<file path="config.mk">
export PLATFORM = sky130hd
export DESIGN_NAME = dbg_regfile_arbiter
export DESIGN_NICKNAME = d
export VERILOG_FILES = /design/src/rtl/dbg_arb_pkg.sv /design/src/rtl/dbg_regfile_arbiter_rr_pick.sv /design/src/rtl/dbg_regfile_arbiter.sv
export SDC_FILE = /design/constraint.sdc
export NUM_CORES = 1
export LEC_CHECK = 0
export ABC_AREA = 1
export BUFFER_PORTS_ARGS = -buffer_cell sky130_fd_sc_hd__buf_4
export CORE_ASPECT_RATIO = 1.5
export CORE_UTILIZATION = 31
export DETAILED_ROUTE_END_ITERATION = 10
export PLACE_DENSITY = 0.67
export SYNTH_ARGS = -nofsm -noshare
export SYNTH_HDL_FRONTEND = slang
export SYNTH_HIERARCHICAL = 1
export SYNTH_SLANG_ARGS = --single-unit
</file>
<file path="constraint.sdc">
create_clock -name clk_i -period 4 [get_ports clk_i]
set_clock_uncertainty 0.15 [all_clocks]
set_input_delay 0.8 -clock clk_i [delete_from_list [all_inputs] [get_ports clk_i]]
set_output_delay 0.8 -clock clk_i [all_outputs]
set_load 0.005 [all_outputs]
</file>
<file path="src/rtl/dbg_arb_pkg.sv">
// rtl/dbg_arb_pkg.sv - shared types and constants for the debug register file arbiter
// Contents: arbiter FSM state enum, lock-region geometry, latched transaction struct.
package dbg_arb_pkg;

    typedef enum logic [1:0] {
        IDLE   = 2'd0,
        ACCESS = 2'd1,
        RESP   = 2'd2
    } arb_state_e;

    // Each lock bit covers a 16-word region; 8 regions span the 128-word file.
    localparam int REGION_SHIFT = 4;
    localparam int N_REGIONS    = 8;

    localparam int TXN_AW = 7;
    localparam int TXN_DW = 32;

    typedef struct packed {
        logic              we;
        logic [TXN_AW-1:0] addr;
        logic [TXN_DW-1:0] wdata;
    } txn_t;

endpackage

</file>
<file path="src/rtl/dbg_regfile_arbiter_rr_pick.sv">
// rtl/dbg_regfile_arbiter_rr_pick.sv - combinational round-robin winner selection
// Ports: req (request vector), ptr (search start index),
//        gnt (one-hot winner, zero when no request), idx (winner index).
module rr_pick #(
    parameter int N_REQ = 4,
    parameter int IDX_W = 2
) (
    input  logic [N_REQ-1:0] req,
    input  logic [IDX_W-1:0] ptr,
    output logic [N_REQ-1:0] gnt,
    output logic [IDX_W-1:0] idx
);

    logic found;
    int   k;

    // Scan upward from ptr, wrapping once; the first set bit wins.
    always_comb begin
        gnt   = '0;
        idx   = '0;
        found = 1'b0;
        k     = 0;
        for (int i = 0; i < N_REQ; i++) begin
            k = int'(ptr) + i;
            if (k >= N_REQ) begin
                k = k - N_REQ;
            end
            if (!found && req[k]) begin
                found  = 1'b1;
                gnt[k] = 1'b1;
                idx    = IDX_W'(k);
            end
        end
    end

endmodule

</file>
<file path="src/rtl/dbg_regfile_arbiter.sv">
// rtl/dbg_regfile_arbiter.sv - round-robin arbiter for the 128x32 debug register file
// Ports: clk_i/rst_i (sync active-high reset); requester side req_i, we_i, addr_i,
//        wdata_i (packed per requester), gnt_o, rvalid_o, err_o, rdata_o;
//        reglk_ctrl_i region write locks; memory side mem_req_o, mem_we_o,
//        mem_addr_o, mem_wdata_o, mem_rdata_i, mem_ready_i.
module dbg_regfile_arbiter
    import dbg_arb_pkg::*;
#(
    parameter int N_REQ      = 4,
    parameter int DATA_WIDTH = 32,
    parameter int AW         = 7,
    parameter int TIMEOUT    = 16
) (
    input  logic                    clk_i,
    input  logic                    rst_i,
    input  logic [N_REQ-1:0]        req_i,
    input  logic [N_REQ-1:0]        we_i,
    input  logic [N_REQ*AW-1:0]     addr_i,
    input  logic [N_REQ*DATA_WIDTH-1:0] wdata_i,
    input  logic [7:0]              reglk_ctrl_i,
    output logic [N_REQ-1:0]        gnt_o,
    output logic [N_REQ-1:0]        rvalid_o,
    output logic                    err_o,
    output logic [DATA_WIDTH-1:0]   rdata_o,
    output logic                    mem_req_o,
    output logic                    mem_we_o,
    output logic [AW-1:0]           mem_addr_o,
    output logic [DATA_WIDTH-1:0]   mem_wdata_o,
    input  logic [DATA_WIDTH-1:0]   mem_rdata_i,
    input  logic                    mem_ready_i
);

    localparam int IDX_W = (N_REQ > 1) ? $clog2(N_REQ) : 1;
    localparam int CNT_W = $clog2(TIMEOUT + 1);
    localparam int REG_W = $clog2(N_REGIONS);

    arb_state_e       state_q;
    logic [IDX_W-1:0] rr_ptr_q;
    logic [IDX_W-1:0] win_q;
    logic [CNT_W-1:0] cnt_q;
    txn_t             txn_q;

    logic [N_REQ-1:0]      pick_gnt;
    logic [IDX_W-1:0]      pick_idx;
    logic                  we_sel;
    logic [AW-1:0]         addr_sel;
    logic [DATA_WIDTH-1:0] wdata_sel;
    logic                  lock_hit;
    logic [N_REQ-1:0]      win_onehot;
    logic [IDX_W-1:0]      rr_next;

    rr_pick #(
        .N_REQ (N_REQ),
        .IDX_W (IDX_W)
    ) u_rr_pick (
        .req (req_i),
        .ptr (rr_ptr_q),
        .gnt (pick_gnt),
        .idx (pick_idx)
    );

    assign we_sel    = we_i[pick_idx];
    assign addr_sel  = addr_i[pick_idx*AW +: AW];
    assign wdata_sel = wdata_i[pick_idx*DATA_WIDTH +: DATA_WIDTH];

    // Lock is judged at grant time only; later lock changes never abort an accepted write.
    assign lock_hit = we_sel && reglk_ctrl_i[addr_sel[REGION_SHIFT +: REG_W]];

    assign win_onehot = N_REQ'(1) << win_q;
    assign rr_next    = (win_q == IDX_W'(N_REQ - 1)) ? '0 : win_q + 1'b1;

    // Grant is combinational so the requester sees acceptance in its request cycle.
    assign gnt_o = (state_q == IDLE && !rst_i) ? pick_gnt : '0;

    // Memory-side fields are only driven while the strobe is up.
    assign mem_we_o    = mem_req_o & txn_q.we;
    assign mem_addr_o  = mem_req_o ? txn_q.addr  : '0;
    assign mem_wdata_o = mem_req_o ? txn_q.wdata : '0;

    always_ff @(posedge clk_i) begin
        if (rst_i) begin
            state_q   <= IDLE;
            rr_ptr_q  <= '0;
            win_q     <= '0;
            cnt_q     <= '0;
            txn_q     <= '0;
            mem_req_o <= 1'b0;
            rvalid_o  <= '0;
            err_o     <= 1'b0;
            rdata_o   <= '0;
        end else begin
            rvalid_o <= '0;
            err_o    <= 1'b0;
            rdata_o  <= '0;
            case (state_q)
                IDLE: begin
                    cnt_q <= '0;
                    if (|req_i) begin
                        win_q <= pick_idx;
                        txn_q <= '{we: we_sel, addr: addr_sel, wdata: wdata_sel};
                        if (lock_hit) begin
                            state_q  <= RESP;
                            rvalid_o <= pick_gnt;
                            err_o    <= 1'b1;
                        end else begin
                            state_q   <= ACCESS;
                            mem_req_o <= 1'b1;
                        end
                    end
                end
                ACCESS: begin
                    // Ready takes priority over an expiring timeout in the same cycle.
                    if (mem_ready_i) begin
                        state_q   <= RESP;
                        mem_req_o <= 1'b0;
                        rvalid_o  <= win_onehot;
                        rdata_o   <= txn_q.we ? '0 : mem_rdata_i;
                    end else if (cnt_q == CNT_W'(TIMEOUT - 1)) begin
                        state_q   <= RESP;
                        mem_req_o <= 1'b0;
                        rvalid_o  <= win_onehot;
                        err_o     <= 1'b1;
                    end else begin
                        cnt_q <= cnt_q + 1'b1;
                    end
                end
                RESP: begin
                    rr_ptr_q <= rr_next;
                    cnt_q    <= '0;
                    state_q  <= IDLE;
                end
                default: begin
                    state_q   <= IDLE;
                    mem_req_o <= 1'b0;
                end
            endcase
        end
    end

endmodule

</file>
==> results.sh, run 1 <==
export IMPL_status="completed"
export IMPL_clockBufferDepth=2
export IMPL_postCtsHoldBufs=0
export IMPL_cpMaxStageDelayCell="dfxtp_1"
export IMPL_netlist_top_cells_area="dfxtp_1 (35%), nor2_1 (14%), o21ai_0 (12%)"
export IMPL_die_y_um=159
export IMPL_gp_congestion=0.901
export IMPL_cts_root_buf="clkbuf_16"
export IMPL_viasPerCell=4.63
export IMPL_slew_viol_final=0
export IMPL_initial_core_util_pct=32.1
export IMPL_r2r_start="rr_ptr_q[1]$_SDFFE_PP0P_"
export IMPL_finalCritPeriodShare_pct=87.1
export IMPL_relSlewSlack_pct=40.7
export IMPL_crit_family="simple AND/OR/NAND/NOR gates"
export IMPL_antenna_left=0
export IMPL_grt_pass1_vias=5667
export IMPL_dr_wl_met2_um=9180
export IMPL_ir_worst_vdd_mv=0.410
export IMPL_cts_made_buffers=9
export IMPL_setup_viol=0
export IMPL_io_buffers=288
export IMPL_reg2reg_slack_ns=0.51
export IMPL_crit_type="flop to flop"
export IMPL_overflow=0
export IMPL_cpPeakStageDelay_ns=0.50
export IMPL_clk_latency_ns=0.33
export IMPL_avgSynthCellArea_um2=6.39
export IMPL_die_x_um=106
export IMPL_final_layout_size_suffix_gt1_share_pct=32.1
export IMPL_detail_route_iter0_violations=186
export IMPL_arrival_ns=3.60
export IMPL_vias=5836
export IMPL_cellLeakagePower_nw=4.06
export IMPL_row_count=56
export IMPL_grt_usage_pct=19.9
export IMPL_clock_sinks=89
export IMPL_crit_chain="inv_1 -> ha_1 -> inv_1 -> nand3_1 -> nand2_1 -> nor2_2 -> a21oi_1 -> nand3_4 -> inv_6 -> nand2_1 -> nand3_1 -> nand2_1 -> inv_1 -> nand3_1 -> nand3b_1 -> nand3_2 -> nor2_4 -> nand2_1 -> a21oi_1"
export IMPL_cp_data_required_time_ns=4.11
export IMPL_hpwl_um=12900
export IMPL_h_tree_depth=3
export IMPL_synth_nets=1015
export IMPL_place_area_um2=7370
export IMPL_syn_inst=794
export IMPL_fin_area_um2=7660
export IMPL_design_core_area_um2=15800
export IMPL_grt_max_degree=74
export IMPL_critPathLaunch="rr_ptr_q[1]$_SDFFE_PP0P_"
export IMPL_layout_min_cycle_time_ns=3.49
export IMPL_fin_tns_setup_ns=0
export IMPL_grt_pass1_wl_um=27100
export IMPL_ys_ff_latch=89
export IMPL_synthDominantCellAreaShare_pct=35.1
export IMPL_nets=1273
export IMPL_start_kind="flop"
export IMPL_rsz0062_at_grt="no"
export IMPL_area_delta_synth_final_pct=50.8
export IMPL_synth_area_leader_cell="dfxtp_1"
export IMPL_synth_area_um2=5080
export IMPL_wl_met1_um=6490
export IMPL_ys_seq_area_share_pct=35.1
export IMPL_cts_setup_buffers=0
export IMPL_worst_slew_pin_slew_ns=0.889
export IMPL_topRoutingLayerUsed="met4"
export IMPL_cts_repair_resized=0
export IMPL_yosys_top_cells_count="nor2_1 (193), o21ai_0 (120), inv_1 (106)"
export IMPL_cts_tree="yes"
export IMPL_synth_ff_type="dfxtp_1"
export IMPL_clk_pin_slew_ns=0.07
export IMPL_critPathMaxFanout=41
export IMPL_min_path_type="flop to flop"
export IMPL_power_density_nw_per_um2=617
export IMPL_wl_met3_um=875
export IMPL_antenna_found_initial=0
export IMPL_yosysUniqueCellTypes=31
export IMPL_synth_edff_count=0
export IMPL_avgRoutedWirePerCell_um=13.5
export IMPL_power_total_w=0.00473
export IMPL_path_common_cell="nand2_1"
export IMPL_routed_wl_um=17000
export IMPL_dr_pass1_iters=5
export IMPL_holdWs_ns=0.334
export IMPL_design_die_area_um2=16900
export IMPL_diodes=0
export IMPL_hold_viol=0
export IMPL_synth_most_common_cell="nor2_1"
export IMPL_cap_violations=0
export IMPL_critPathCaptureType="flop"
export IMPL_worst_path_buf_inv=4
export IMPL_max_clock_freq_mhz=287
export IMPL_async_reset_ff_share_pct=0
export IMPL_ys_warn_count=6
export IMPL_pin_count=289
export IMPL_route_detailed_drc=0
export IMPL_min_from="cnt_q[1]$_SDFFE_PP0P_"
final timing paths:
kind	end	cells past startpoint
worst max-delay path	rvalid_o[2]$_SDFF_PP0_	19
worst min-delay path	cnt_q[1]$_SDFFE_PP0P_	2
worst max register to register	rvalid_o[2]$_SDFF_PP0_	19
worst min register to register	cnt_q[1]$_SDFFE_PP0P_	2
metal layers:
metal / global-route usage [%] / vias to the layer above
met4: 7.53 / 0
met3: 3.69 / 23
met5: 0 / -
met2: 37.8 / 179
li1: - / 3045
met1: 21.2 / 2589
cells by family (layout without fill, tap and decap cells):
family,count (synthesis),after routing,synth area share [%]
adder cells (fa/ha/maj),14,14,3.45
AND/OR/NAND/NOR,343,343,28.7
AO/OA/AOI/OAI,189,189,20.1
flip-flops,89,89,35.1
buffers and inverters,159,422,12.7
power by group:
part | total [W] | internal [W] | switching (W) | leakage, nW
logic | 0.00262 | 0.000992 | 0.00163 | 3.19
clock network | 0.000832 | 0.000439 | 0.000393 | 0.138
registers | 0.00127 | 0.00111 | 0.000160 | 0.731
worst reg2reg max path, stage by stage (launching register included):
cell,delay [ns]
dfxtp_1,0.50
inv_1,0.23
ha_1,0.39
inv_1,0.12
nand3_1,0.08
nand2_1,0.08
nor2_2,0.07
a21oi_1,0.22
nand3_4,0.21
inv_6,0.28
nand2_1,0.11
nand3_1,0.08
nand2_1,0.12
inv_1,0.10
nand3_1,0.09
nand3b_1,0.14
nand3_2,0.11
nor2_4,0.15
nand2_1,0.07
a21oi_1,0.13
sequential cells by signal (all words and copies together), names as in the netlist:
register,flops
txn_q,40
rvalid_o,4
cnt_q,5
state_q,2
rdata_o,32
mem_req_o,1
err_o,1
win_q,2
rr_ptr_q,2
placed cells by master (no fill, tap or decap), drive strengths merged:
master,n
clkbuf,9
dfxtp,89
o22ai,12
nand3,30
nand3b,4
o21ai,120
buf,296
nand4,9
a21oi,23
clkinvlp,2
a221oi,2
ha,14
a211oi,1
a31oi,26
nor4,1
o211a,1
inv,115
nor2,197
a21boi,4
nand2,101
nor3,1
through the flow:
step | utilization [%] | setup slack (ns) | instances
final | 48.4 | 0.514 | 1260
after global routing | 48.4 | 0.183 | 1260
after CTS | 48.4 | 0.529 | 1260
after detailed placement | 46.5 | 0.549 | 1244
after global placement | 46.5 | 0.659 | 1244
after floorplan | - | 1.17 | 794
area by class of cell:
| cell class | instances | area [µm²] |
|---|---|---|
| Clock buffer | 9 | 225 |
| Clock inverter | 7 | 66.3 |
| Fill cell | 1683 | 8180 |
| Inverter | 110 | 418 |
| Multi-Input combinational cell | 546 | 2680 |
| Sequential cell | 89 | 1780 |
| Tap cell | 203 | 254 |
| Timing Repair Buffer | 296 | 2230 |
(Power assumes the default switching activity.)
==> run 2: changes to the inputs <==
--- a/config.mk
+++ b/config.mk
@@ -7,10 +7,12 @@
 export LEC_CHECK = 0
 export ABC_AREA = 1
 export BUFFER_PORTS_ARGS = -buffer_cell sky130_fd_sc_hd__buf_4
+export CELL_PAD_IN_SITES_DETAIL_PLACEMENT = 1
+export CELL_PAD_IN_SITES_GLOBAL_PLACEMENT = 2
 export CORE_ASPECT_RATIO = 1.5
-export CORE_UTILIZATION = 31
+export CORE_UTILIZATION = 21
 export DETAILED_ROUTE_END_ITERATION = 10
-export PLACE_DENSITY = 0.67
+export PLACE_DENSITY = 0.86
 export SYNTH_ARGS = -nofsm -noshare
 export SYNTH_HDL_FRONTEND = slang
 export SYNTH_HIERARCHICAL = 1
==> results.sh, run 2 (synthesized netlist as in run 1, its figures left out) <==
export IMPL_status="completed"
export IMPL_layout_min_cycle_time_ns=3.68
export IMPL_pin_count=289
export IMPL_critPathLaunch="rr_ptr_q[1]$_SDFFE_PP0P_"
export IMPL_layout_cells_non_filler=1378
export IMPL_power_density_nw_per_um2=631
export IMPL_worst_slew_pin_slew_ns=0.914
export IMPL_r2r_start="rr_ptr_q[1]$_SDFFE_PP0P_"
export IMPL_postCtsHoldBufs=0
export IMPL_antenna_left=0
export IMPL_cts_setup_buffers=0
export IMPL_start_kind="flop"
export IMPL_cpMaxStageDelayCell="dfxtp_1"
export IMPL_h_tree_depth=3
export IMPL_dp_cells=1361
export IMPL_reg2reg_slack_ns=0.32
export IMPL_die_x_um=129
export IMPL_clk_latency_ns=0.34
export IMPL_final_common_cell="buf_4"
export IMPL_gp_congestion=0.845
export IMPL_slew_viol_final=0
export IMPL_ir_worst_vdd_mv=0.371
export IMPL_cellLeakagePower_nw=4.08
export IMPL_die_y_um=192
export IMPL_detail_route_iter0_violations=170
export IMPL_design_die_area_um2=24800
export IMPL_relSlewSlack_pct=39.1
export IMPL_setup_viol=0
export IMPL_r2r_end="rvalid_o[3]$_SDFF_PP0_"
export IMPL_min_from="cnt_q[3]$_SDFFE_PP0P_"
export IMPL_min_path_type="flop to flop"
export IMPL_final_cell_mix="buf_4 (297), nor2_1 (192), o21ai_0 (120)"
export IMPL_row_count=69
export IMPL_top_register="txn_q"
export IMPL_antenna_found_initial=1
export IMPL_cts_made_buffers=9
export IMPL_top_regs="txn_q: 40 flops, rdata_o: 32 flops, cnt_q: 5 flops"
export IMPL_hold_viol=0
export IMPL_vias=6048
export IMPL_grt_usage_pct=16.5
export IMPL_viasPerCell=4.39
export IMPL_avgRoutedWirePerCell_um=15.0
export IMPL_rsz0062_at_grt="no"
export IMPL_design_core_area_um2=23700
export IMPL_cts_tree="yes"
export IMPL_crit_type="flop to flop"
export IMPL_cpPeakStageDelay_ns=0.50
export IMPL_final_layout_size_suffix_gt1_share_pct=32.1
export IMPL_crit_chain="inv_1 -> ha_1 -> inv_1 -> nand2_1 -> nand2_2 -> nor2_4 -> nand4_1 -> nand3_4 -> buf_4 -> o21ai_0 -> o22ai_1 -> nand3_2 -> nor2_4 -> nand2_1 -> a21oi_1"
export IMPL_clk_pin_slew_ns=0.07
export IMPL_area_delta_synth_final_pct=54.3
export IMPL_ff2ff_path_depth=15
export IMPL_worst_path_buf_inv=3
export IMPL_nets=1274
export IMPL_arrival_ns=3.81
export IMPL_crit_end="rvalid_o[3]$_SDFF_PP0_"
export IMPL_worst_path_stages=15
export IMPL_routed_wl_um=20700
export IMPL_grt_pass1_vias=6123
export IMPL_max_clock_freq_mhz=272
export IMPL_io_buffers=288
export IMPL_route_detailed_drc=0
export IMPL_grt_max_degree=74
export IMPL_clock_sinks=89
export IMPL_critPathMaxFanout=41
export IMPL_cap_violations=0
export IMPL_dr_pass1_iters=4
export IMPL_grt_pass1_wl_um=31500
export IMPL_cts_root_buf="clkbuf_16"
export IMPL_finalCritPeriodShare_pct=92.0
export IMPL_largest_reg_flops=40
export IMPL_initial_core_util_pct=21.4
export IMPL_overflow=0
export IMPL_hpwl_um=15900
export IMPL_fin_tns_setup_ns=0
export IMPL_cp_data_required_time_ns=4.13
export IMPL_critPathCaptureType="flop"
export IMPL_clockBufferDepth=2
export IMPL_cts_repair_resized=0
export IMPL_crit_family="simple AND/OR/NAND/NOR gates"
## run 2: per-layer routing
layer / up-vias / wire, µm / GRT usage (%) / share of wire, %
met1: 2802 / 7730 / 16.9 / 37
li1: 3050 / - / - / -
met3: 36 / 922 / 3.52 / 4.5
met4: 0 / 706 / 7.29 / 3.4
met5: - / 0 / 0 / 0
met2: 160 / 11300 / 31.6 / 55
## run 2: power by group
part / leakage, nW / switching, W / total, W / internal (W)
clock: 0.157 / 0.000386 / 0.000940 / 0.000554
sequential: 0.731 / 0.000170 / 0.00128 / 0.00111
combinational: 3.19 / 0.00174 / 0.00272 / 0.000984
total: 4.08 / 0.00230 / 0.00495 / 0.00265
## run 2: worst min-delay path by stage
stage / end / slack [ns] / cells after the start
after floorplan: cnt_q[0]$_SDFFE_PP0P_ / 0.30 / 1
after global placement: cnt_q[1]$_SDFFE_PP0P_ / 0.32 / 2
after detailed placement: cnt_q[0]$_SDFFE_PP0P_ / 0.33 / 1
after CTS: cnt_q[0]$_SDFFE_PP0P_ / 0.34 / 1
after global routing: cnt_q[0]$_SDFFE_PP0P_ / 0.35 / 1
final: cnt_q[3]$_SDFFE_PP0P_ / 0.34 / 2
## run 2: through the flow
stage	instance area [µm²]	total power (W)	hold slack [ns]	setup slack, ns	utilization [%]
after floorplan	5080	0.00313	0.297	1.17	-
after global placement	7510	0.00402	0.320	0.478	31.6
after detailed placement	7510	0.00408	0.329	0.338	31.6
after CTS	7830	0.00505	0.344	0.308	33.0
after global routing	7830	0.00541	0.353	0.00752	33.0
final	7830	0.00495	0.340	0.320	33.0
## run 2: final cells by class
class / instances / area [µm²]
diodes: 1 / 2.50
clock buffers: 9 / 225
clock inverters: 7 / 98.8
fillers: 3088 / 15900
inverters: 110 / 418
multi-input cells: 546 / 2680
flip-flops and latches: 89 / 1780
well taps: 319 / 399
repair buffers: 297 / 2230
## run 2: worst register-to-register path, cell delays in order, from the launching register on
cell,delay [ns]
dfxtp_1,0.50
inv_1,0.24
ha_1,0.42
inv_1,0.11
nand2_1,0.09
nand2_2,0.06
nor2_4,0.22
nand4_1,0.19
nand3_4,0.19
buf_4,0.42
o21ai_0,0.17
o22ai_1,0.33
nand3_2,0.17
nor2_4,0.18
nand2_1,0.08
a21oi_1,0.12
